--- config.mk ---
export PLATFORM = sky130hd
export DESIGN_NAME = hc_rd_scheduler
export DESIGN_NICKNAME = d
export VERILOG_FILES = /design/src/rtl/hc_rd_scheduler.sv
export SDC_FILE = /design/constraint.sdc
export NUM_CORES = 1
export LEC_CHECK = 0
export BUFFER_PORTS_ARGS = -buffer_cell sky130_fd_sc_hd__buf_2
export CORE_MARGIN = 4
export CORE_UTILIZATION = 50
export CTS_CLUSTER_SIZE = 16
export DETAILED_ROUTE_END_ITERATION = 7
export GPL_TIMING_DRIVEN = 0
export HOLD_SLACK_MARGIN = 0.06
export PLACE_DENSITY = 0.77
export SYNTH_ARGS = -nofsm -noshare
export SYNTH_HDL_FRONTEND = slang
export SYNTH_SLANG_ARGS = --single-unit
--- constraint.sdc ---
create_clock -name clk -period 7.16 [get_ports clk]
set_input_delay 0.716 -clock clk [delete_from_list [all_inputs] [get_ports clk]]
set_output_delay 0.716 -clock clk [all_outputs]
set_load 0.005 [all_outputs]
--- src/rtl/hc_rd_scheduler.sv ---
`timescale 1ns/1ps
`default_nettype none
// +--------------------------------------------------------------------------+
// | hc_rd_scheduler: walks HardCloud buffer descriptors and issues CCI-P c0  |
// | line reads under c0TxAlmFull and an in-flight cap, counting responses.   |
// | Optional macro HC_RD_PERF_CNT_EN enables perf_cycles/perf_stall counters.|
// | Revision: 1.0                                                            |
// +--------------------------------------------------------------------------+
module hc_rd_scheduler #(
  parameter int NUM_BUFS        = 2,
  parameter int MAX_OUTSTANDING = 64
) (
  input  logic                     clk,
  input  logic                     reset_n,
  input  logic                     start,
  input  logic                     stop,
  input  logic [64*NUM_BUFS-1:0]   buf_addr,
  input  logic [32*NUM_BUFS-1:0]   buf_size,
  input  logic                     tx_almfull,
  output logic                     rd_req_valid,
  output logic [41:0]              rd_req_addr,
  output logic [15:0]              rd_req_mdata,
  input  logic                     rd_rsp_valid,
  output logic                     busy,
  output logic                     done,
  output logic                     aborted,
  output logic                     err_unexp_rsp,
  output logic [8:0]               outstanding,
  output logic [31:0]              perf_cycles,
  output logic [31:0]              perf_stall
);

  localparam logic [8:0] C_MAX_OUT  = 9'(MAX_OUTSTANDING);
  localparam logic [2:0] C_LAST_BUF = 3'(NUM_BUFS - 1);

  typedef enum logic [2:0] {
    S_IDLE  = 3'd0,
    S_LOAD  = 3'd1,
    S_ISSUE = 3'd2,
    S_DRAIN = 3'd3,
    S_DONE  = 3'd4
  } state_t;

  state_t      r_state;
  state_t      w_state_nxt;
  logic [2:0]  r_buf_idx;
  logic [41:0] r_base;
  logic [26:0] r_lines;
  logic [26:0] r_line_idx;
  logic [8:0]  r_outstanding;
  logic        r_aborted;
  logic        r_err;

  logic [63:0] w_sel_addr;
  logic [31:0] w_sel_size;
  logic [32:0] w_size_rnd;
  logic [26:0] w_sel_lines;
  logic        w_issue;
  logic        w_last_line;
  logic        w_last_buf;
  logic        w_start_acc;
  logic        w_unused;

  always_comb begin
    w_sel_addr = '0;
    w_sel_size = '0;
    for (int i = 0; i < NUM_BUFS; i++) begin
      if (r_buf_idx == 3'(i)) begin
        w_sel_addr = buf_addr[64*i +: 64];
        w_sel_size = buf_size[32*i +: 32];
      end
    end
  end

  // Round the byte size up to whole 64B lines.
  assign w_size_rnd  = {1'b0, w_sel_size} + 33'd63;
  assign w_sel_lines = w_size_rnd[32:6];
  assign w_unused    = ^{w_sel_addr[63:48], w_sel_addr[5:0], w_size_rnd[5:0]};

  assign w_start_acc = start && ((r_state == S_IDLE) || (r_state == S_DONE));
  assign w_issue     = (r_state == S_ISSUE) && !tx_almfull &&
                       (r_outstanding < C_MAX_OUT) && !stop;
  assign w_last_line = ((r_line_idx + 27'd1) == r_lines);
  assign w_last_buf  = (r_buf_idx == C_LAST_BUF);

  always_ff @(posedge clk or negedge reset_n) begin
    if (!reset_n) r_state <= S_IDLE;
    else          r_state <= w_state_nxt;
  end

  always_comb begin
    w_state_nxt = r_state;
    case (r_state)
      S_IDLE: begin
        if (start) w_state_nxt = S_LOAD;
      end
      S_LOAD: begin
        if (stop)                     w_state_nxt = S_DRAIN;
        else if (w_sel_lines != '0)   w_state_nxt = S_ISSUE;
        else if (w_last_buf)          w_state_nxt = S_DRAIN;
      end
      S_ISSUE: begin
        if (stop)                         w_state_nxt = S_DRAIN;
        else if (w_issue && w_last_line)  w_state_nxt = w_last_buf ? S_DRAIN : S_LOAD;
      end
      S_DRAIN: begin
        if (r_outstanding == '0) w_state_nxt = S_DONE;
      end
      S_DONE: begin
        if (start) w_state_nxt = S_LOAD;
      end
      default: w_state_nxt = S_IDLE;
    endcase
  end

  always_ff @(posedge clk or negedge reset_n) begin
    if (!reset_n) begin
      r_buf_idx  <= '0;
      r_base     <= '0;
      r_lines    <= '0;
      r_line_idx <= '0;
      r_aborted  <= 1'b0;
    end else begin
      if (w_start_acc) begin
        r_buf_idx <= '0;
        r_aborted <= 1'b0;
      end else if (r_state == S_LOAD) begin
        if (stop) begin
          r_aborted <= 1'b1;
        end else if (w_sel_lines == '0) begin
          r_buf_idx <= r_buf_idx + 3'd1;
        end else begin
          r_base     <= w_sel_addr[47:6];
          r_lines    <= w_sel_lines;
          r_line_idx <= '0;
        end
      end else if (r_state == S_ISSUE) begin
        if (stop) begin
          r_aborted <= 1'b1;
        end else if (w_issue) begin
          r_line_idx <= r_line_idx + 27'd1;
          if (w_last_line) r_buf_idx <= r_buf_idx + 3'd1;
        end
      end
    end
  end

  // An issue and a response in the same cycle cancel; a response with
  // nothing in flight is flagged rather than allowed to underflow.
  always_ff @(posedge clk or negedge reset_n) begin
    if (!reset_n) begin
      r_outstanding <= '0;
      r_err         <= 1'b0;
    end else begin
      if (w_issue && !rd_rsp_valid) begin
        r_outstanding <= r_outstanding + 9'd1;
      end else if (!w_issue && rd_rsp_valid) begin
        if (r_outstanding != '0) r_outstanding <= r_outstanding - 9'd1;
      end
      if (w_start_acc)
        r_err <= 1'b0;
      else if (rd_rsp_valid && !w_issue && (r_outstanding == '0))
        r_err <= 1'b1;
    end
  end

  assign rd_req_valid  = w_issue;
  assign rd_req_addr   = w_issue ? (r_base + {15'd0, r_line_idx}) : '0;
  assign rd_req_mdata  = w_issue ? {r_buf_idx, r_line_idx[12:0]} : '0;
  assign busy          = (r_state == S_LOAD) || (r_state == S_ISSUE) || (r_state == S_DRAIN);
  assign done          = (r_state == S_DONE);
  assign aborted       = r_aborted;
  assign err_unexp_rsp = r_err;
  assign outstanding   = r_outstanding;

`ifdef HC_RD_PERF_CNT_EN
  logic [31:0] r_perf_cycles;
  logic [31:0] r_perf_stall;

  always_ff @(posedge clk or negedge reset_n) begin
    if (!reset_n) begin
      r_perf_cycles <= '0;
      r_perf_stall  <= '0;
    end else if (w_start_acc) begin
      r_perf_cycles <= '0;
      r_perf_stall  <= '0;
    end else begin
      if (busy && (r_perf_cycles != '1))
        r_perf_cycles <= r_perf_cycles + 32'd1;
      if ((r_state == S_ISSUE) && (tx_almfull || (r_outstanding >= C_MAX_OUT)) &&
          (r_perf_stall != '1))
        r_perf_stall <= r_perf_stall + 32'd1;
    end
  end

  assign perf_cycles = r_perf_cycles;
  assign perf_stall  = r_perf_stall;
`else
  assign perf_cycles = '0;
  assign perf_stall  = '0;
`endif

endmodule
`default_nettype wire

# --- Word level (Yosys, flattened, before mapping) ---
# Index checks and enable logic that the tools add are counted.
# Widths: inputs -> output; s select.
op_classes:
  add_sub_neg: 6
  reduce_logical: 35
  n_bitwise: 3
  muxes: 38
  n_lt_le_gt_ge: 1
  n_eq_ne: 16
op_table:
  columns: ["op", "count"]
  rows:
  - ["$mux 27", 6]
  - ["$mux 48", 2]
  - ["$mux 32", 2]
  - ["$mux 3", 15]
  - ["$add 42x27->42", 1]
  - ["$mux 42", 1]
  - ["$add 32x6->33 const B", 1]
  - ["$add 27x1->27 const B", 1]
  - ["$eq 27x27->1", 1]
  - ["$logic_not 27->1", 1]
  - ["$mux 9", 3]
  - ["$reduce_bool 27->1", 1]
  - ["$mux 16", 1]
  - ["$pmux 3 s4", 1]
  - ["$reduce_and 6->1", 2]
  - ["$reduce_bool 2->1", 5]
  - ["$add 9x1->9 const B", 1]
  - ["$logic_not 9->1", 1]
  - ["$lt 9x7->1 const B", 1]
  - ["$ne 3x3->1 const B", 3]
  - ["$reduce_bool 3->1", 3]
  - ["$reduce_bool 9->1", 1]
  - ["$sub 9x1->9 const B", 1]
  - ["$logic_and 1x1->1", 8]
  - ["17 further kinds", 36]
totals:
  output_inout_bits: 136
  ff_bits: 113
  in_bits: 198
  wordCells: 107

# --- Longest topological paths before layout ---
depth:
  depth_word: 9
  mapped_depth: 18
  mapped_depth_nobuf: 15

# --- Least setup slack after synthesis ---
# Ideal clock, no wire load.
synth_timing:
  path_type: "input to register"
  startpoint: "input port stop"
  endpoint: "register r_outstanding[8] (netlist: outstanding[8])"
  path_buffers: 3
  stages: 18
  slack_ns: 2.825
  setup_ns: 0.123
  required_ns: 7.037
  t_arrival_ns: 4.212
  path_cell_list: "clkbuf_2 > or4b_1 > or3_1 > inv_2 > buf_2 > clkbuf_1 > ha_1 > inv_1 > fa_1 > a21o_1 > a21oi_1 > o21bai_1 > a21oi_1 > o21bai_1 > a21oi_1 > xnor2_1 > nand2_1 > xnor2_1"
synth_via:
  elab_chain_len: 6
  word_cells_on_any_way: 9
  classes_between: "mux (1); reduce/logical (8)"
synth_lines:
  columns: ["item", "line", "text"]
  rows:
  - ["start, declared", "16", "input logic stop,"]
  - ["$logic_not 1->1 *", "82", "(r_outstanding < C_MAX_OUT) && !stop;"]
  - ["$logic_and 1x1->1 *", "82", null]
  - ["named net rd_req_valid", "20", "output logic rd_req_valid,"]
  - ["$logic_not 1->1", "157", "end else if (!w_issue && rd_rsp_valid) begin"]
  - ["$logic_and 1x1->1", "157", null]
  - ["$reduce_bool 2->1 (no source line)", null, null]
  - ["$reduce_and 2->1 (no source line)", null, null]
  - ["end signal, assigned", "156", "r_outstanding <= r_outstanding + 9'd1;"]
  - ["end signal, assigned", "158", "if (r_outstanding != '0) r_outstanding <= r_outstanding - 9'd1;"]
  - ["end, declared", "50", "logic [8:0] r_outstanding;"]
# The timed path passes the listed nets; every way through them passes the cells marked *.
# A chain may end at the register's enable or synchronous reset.

# --- Final worst setup path ---
layout_timing:
  startpoint: "register r_state[0]"
  endpoint: "register r_outstanding[8] (netlist: outstanding[8])"
layout_via:
  elab_chain_len: 8
  word_cells_on_any_way: 11
  classes_between: "eq/ne (1); mux (1); reduce/logical (9)"
layout_lines:
  columns: ["item", "line", "text"]
  rows:
  - ["start, declared", "44", "state_t r_state;"]
  - ["start signal, assigned", "88", "else r_state <= w_state_nxt;"]
  - ["$eq 3x2->1 *", "81", "assign w_issue = (r_state == S_ISSUE) && !tx_almfull &&"]
  - ["$logic_and 1x1->1 * (2 in series)", "81", null]
  - ["$logic_and 1x1->1 *", "82", null]
  - ["$logic_not 1->1", "157", null]
  - ["$logic_and 1x1->1", "157", null]
  - ["$reduce_bool 2->1 (no source line)", null, null]
  - ["$reduce_and 2->1 (no source line)", null, null]
# Mark *: on every way between the ends. The rest lies on a longest branch, timed or not.

==> load_flow_metrics.sql <==
INSERT INTO impl_metrics (metric_group, metric, value, unit) VALUES
('run_status', 'run_status', 'complete, no violations', ''),
('clock_tree', 'ctsHoldBuffers', '0', ''),
('critical_path', 'cp_data_required_time', '7470', 'ps'),
('layout', 'share_of_layout_cells_above_drive_strength_1', '30.0', '%'),
('timing', 'slew_at_the_pin_with_the_worst_max_slew_slack', '994', 'ps'),
('placed_design', 'final_weighted_congestion_in_routability_driven_placement', '0.949', ''),
('placed_design', 'io_buffer_count', '224', ''),
('yosys', 'syn_inst', '1181', ''),
('clock_tree', 'tritoncts', 'done', ''),
('floorplanning', 'row_count', '53', ''),
('route', 'route.vias.total', '9917', ''),
('yosys', 'synthesis.area', '0.0107', 'mm^2'),
('timing', 'grt_setup_unrepaired', 'false', ''),
('yosys', 'synth_seq_area_share', '26.5', '%'),
('global_route', 'antenna_violations_before_repair', '2', ''),
('route', 'remaining_drc_errors', '0', ''),
('global_route', 'globalRouteTotalUtil', '24.9', '%'),
('clock_tree', 'number_of_buffers_created_by_cts', '17', ''),
('floorplanning', 'number_of_primary_i_o_pins', '334', ''),
('yosys', 'ys.flop_type', 'dfrtp_1', ''),
('critical_path', 'crit_path_start_kind', 'flip-flop', ''),
('clock_tree', 'cts_setup_buffers', '0', ''),
('critical_path', 'timing.setup.critical_path_class', 'flip-flop to flip-flop', ''),
('global_route', 'grt.overflow.total', '0', ''),
('floorplanning', 'dieArea', '0.0238', 'mm^2'),
('yosys', 'yosys.area.top_type_share', '26.5', '%'),
('clock_tree', 'clkTransAtPathRegs', '60', 'ps'),
('yosys', 'netlist-cell-type-count', '90', ''),
('timing', 'hold_viol', '0', ''),
('critical_path', 'worstSetupEndpointType', 'flip-flop', ''),
('timing', 'slew_headroom', '33.7', '%'),
('power_and_ir_drop', 'power_per_cell_area', '322', 'mW/mm^2'),
('yosys', 'synth_enable_flop_cells', '0', ''),
('timing', 'max_fclk', '0.204', 'GHz'),
('global_route', 'grt_start_max_net_pins', '60', ''),
('timing', 'finalSetupTns', '0', 'ps'),
('timing', 'finalWorstSetupSlack', '2270', 'ps'),
('clock_tree', 'ctsRootBufferMaster', 'clkbuf_16', ''),
('power_and_ir_drop', 'vdd_drop_max', '0.200', 'mV'),
('clock_tree', 'cts_num_sinks', '113', ''),
('timing', 'finalSetupViolations', '0', ''),
('timing', 'final-max-slew-violation-count', '0', ''),
('clock_tree', 'cts.htree.levels', '4', ''),
('yosys', 'synthTopCellsByArea', 'dfrtp_1, mux2_4, xnor2_1', ''),
('route', 'avgViaCountPerCell', '5.58', ''),
('worst_hold_path', 'min_path_type', 'input port to asynchronous set/reset pin', ''),
('critical_path', 'critical_path_peak_fanout', '11', ''),
('placed_design', 'total_half_perimeter_wirelength_after_legalization_and_detailed_placement', '23700', 'um'),
('yosys', 'ys.warnings.count', '0', ''),
('power_and_ir_drop', 'design_power_total', '4200', 'uW'),
('route', 'wl_per_cell', '17.2', 'um'),
('layout', 'ff_latch_area', '0.00283', 'mm^2'),
('layout', 'fill_cells', '1842', ''),
('yosys', 'synthDominantAreaCellType', 'dfrtp_1', ''),
('clock_tree', 'cts_repair_resize_count', '0', ''),
('critical_path', 'timing.reg2reg.setup_slack', '2270', 'ps'),
('global_route', 'grt_pass1_vias', '9569', ''),
('floorplanning', 'chipWidth', '154', 'um'),
('timing', 'fin_worst_skew', '7.45', 'ps'),
('route', 'detail_route.wirelength', '30600', 'um'),
('placed_design', 'preCtsSetupSlack', '1980', 'ps'),
('clock_tree', 'latest_clock_arrival_within_the_worst_skew_pair', '430', 'ps'),
('route', 'ant_nets', '0', ''),
('timing', 'period_share', '68.4', '%'),
('clock_tree', 'max-clock-path-buffers', '2', ''),
('layout', 'area_growth', '22.0', '%'),
('route', 'dr.first_iter.drc_count', '788', ''),
('layout', 'finish.net_count', '1728', ''),
('power_and_ir_drop', 'cellLeakagePower', '0.00655', 'uW'),
('critical_path', 'worstPathArrival', '5200', 'ps'),
('yosys', 'async_flop_share', '100', '%'),
('yosys', 'syn-mean-instance-area', '9.04', 'um^2'),
('yosys', 'synth.ff_latch_count', '113', ''),
('layout', 'multi_input_comb_area', '0.00704', 'mm^2'),
('timing', 'period_needed', '4890', 'ps'),
('route', 'first_pass_iters', '5', ''),
('floorplanning', 'start_util', '50.8', '%'),
('floorplanning', 'die_height', '154', 'um'),
('critical_path', 'reg2reg_depth', '18', ''),
('global_route', 'grt_pass1_wl', '48600', 'um'),
('job', 'drv_cap', '0', ''),
('floorplanning', 'core', '0.0210', 'mm^2');
[metal layers]
metal  GRT usage (%)  up-vias  part of all wire [%]  routed length [um]
met5               0        -                     0                   0
met4            9.84        0                   3.0                 923
met3            3.80       62                   6.9                2100
met2            40.4      418                    46               14100
met1            33.5     4607                    44               13500
li1                -     4830                     -                   -
[final cells by class]
type | count | share of cell area, %
clock inverter | 10 | 1.02
clock buffer | 22 | 3.64
sequential | 113 | 21.7
antenna | 1 | 0.0192
tap | 275 | 2.64
multi-input combinational | 967 | 54.0
buffer | 127 | 7.00
inverter | 37 | 1.07
timing repair buffer | 225 | 8.87
[logic make-up (layout without fill, tap and decap cells)]
family                   count (synthesis)  count (layout)  synth area share, %
AO/OA/AOI/OAI                          302             302                 19.8
AND/OR/NAND/NOR                        382             382                 20.3
flip-flops                             113             113                 26.5
multiplexers                            75              75                 10.0
other                                    1              65               0.0351
buffers and inverters                  164             421                 9.83
XOR/XNOR                               102             102                 8.51
adder cells (fa/ha/maj)                 42              42                 5.06
[report_power, final]
part / internal (uW) / switching [uW] / leakage, uW
sequential: 834 / 179 / 0.00148
clock: 571 / 306 / 0.000292
combinational: 1100 / 1210 / 0.00478
[synthesized netlist by cell type (all sizes together) (9+ instances only)]
master / count
nand2: 86
nand3: 24
xor2: 37
nor4: 19
dfrtp: 113
nor3: 21
a21oi: 74
xnor2: 64
a221oi: 9
or3: 18
nor2: 84
nand3b: 19
mux2: 66
and4: 12
and3: 15
o21ai: 49
clkbuf: 29
inv: 37
a31oi: 30
mux2i: 9
ha: 40
and2: 23
buf: 98
a21o: 28
nand2b: 11
a22o: 45
nand4: 20
[path summary, 6_finish.rpt]
kind,startpoint,to
worst max-delay path,r_state[0],outstanding[8]
min in group clk,outstanding[8],outstanding[8]
worst min register to register,outstanding[8],outstanding[8]
max in group asynchronous,reset_n,r_base[5]
worst max register to register,r_state[0],outstanding[8]
worst min-delay path,reset_n,r_base[32]
[cell usage in the layout (no fill, tap or decap), types with 30 or more instances in the layout]
master / n
o21ai_0: 45
ha_1: 40
nand2_1: 86
nor2_1: 84
a21oi_1: 70
inv_1: 36
clkbuf_1: 30
xor2_1: 37
dfrtp_1: 113
buf_2: 236
buf_4: 64
conb_1: 64
xnor2_1: 64
a22o_1: 45
a31oi_1: 30
mux2_4: 63
[stage by stage]
step | instances | utilization, % | hold WS (ps) | area, um^2
4_1_cts | 1776 | 61.9 | 259 | 13000
3_3_place_gp | 1743 | 58.9 | 473 | 12400
5_1_grt | 1777 | 61.9 | 278 | 13000
2_1_floorplan | 1244 | - | 420 | 10900
3_5_place_dp | 1744 | 59.0 | 486 | 12400
6_report | 1777 | 61.9 | 242 | 13000
[flip-flops by register name, indices dropped and copies added, names as in the netlist]
name / count
r_state: 3
r_line_idx: 27
r_buf_idx: 3
r_base: 42
outstanding: 9
err_unexp_rsp: 1
r_lines: 27
aborted: 1
[worst max-delay path: stages, from the launching register on]
cell	delay (ps)
dfrtp_1	360
clkbuf_1	190
or4b_1	610
or3_1	480
inv_2	90
buf_2	260
clkbuf_1	490
ha_1	240
inv_1	180
fa_1	470
a21o_1	200
a21oi_1	230
o21bai_1	100
a21oi_1	220
o21bai_1	100
a21oi_1	190
xnor2_1	140
nand2_1	80
xnor2_1	140
(Power assumes the default switching activity.)
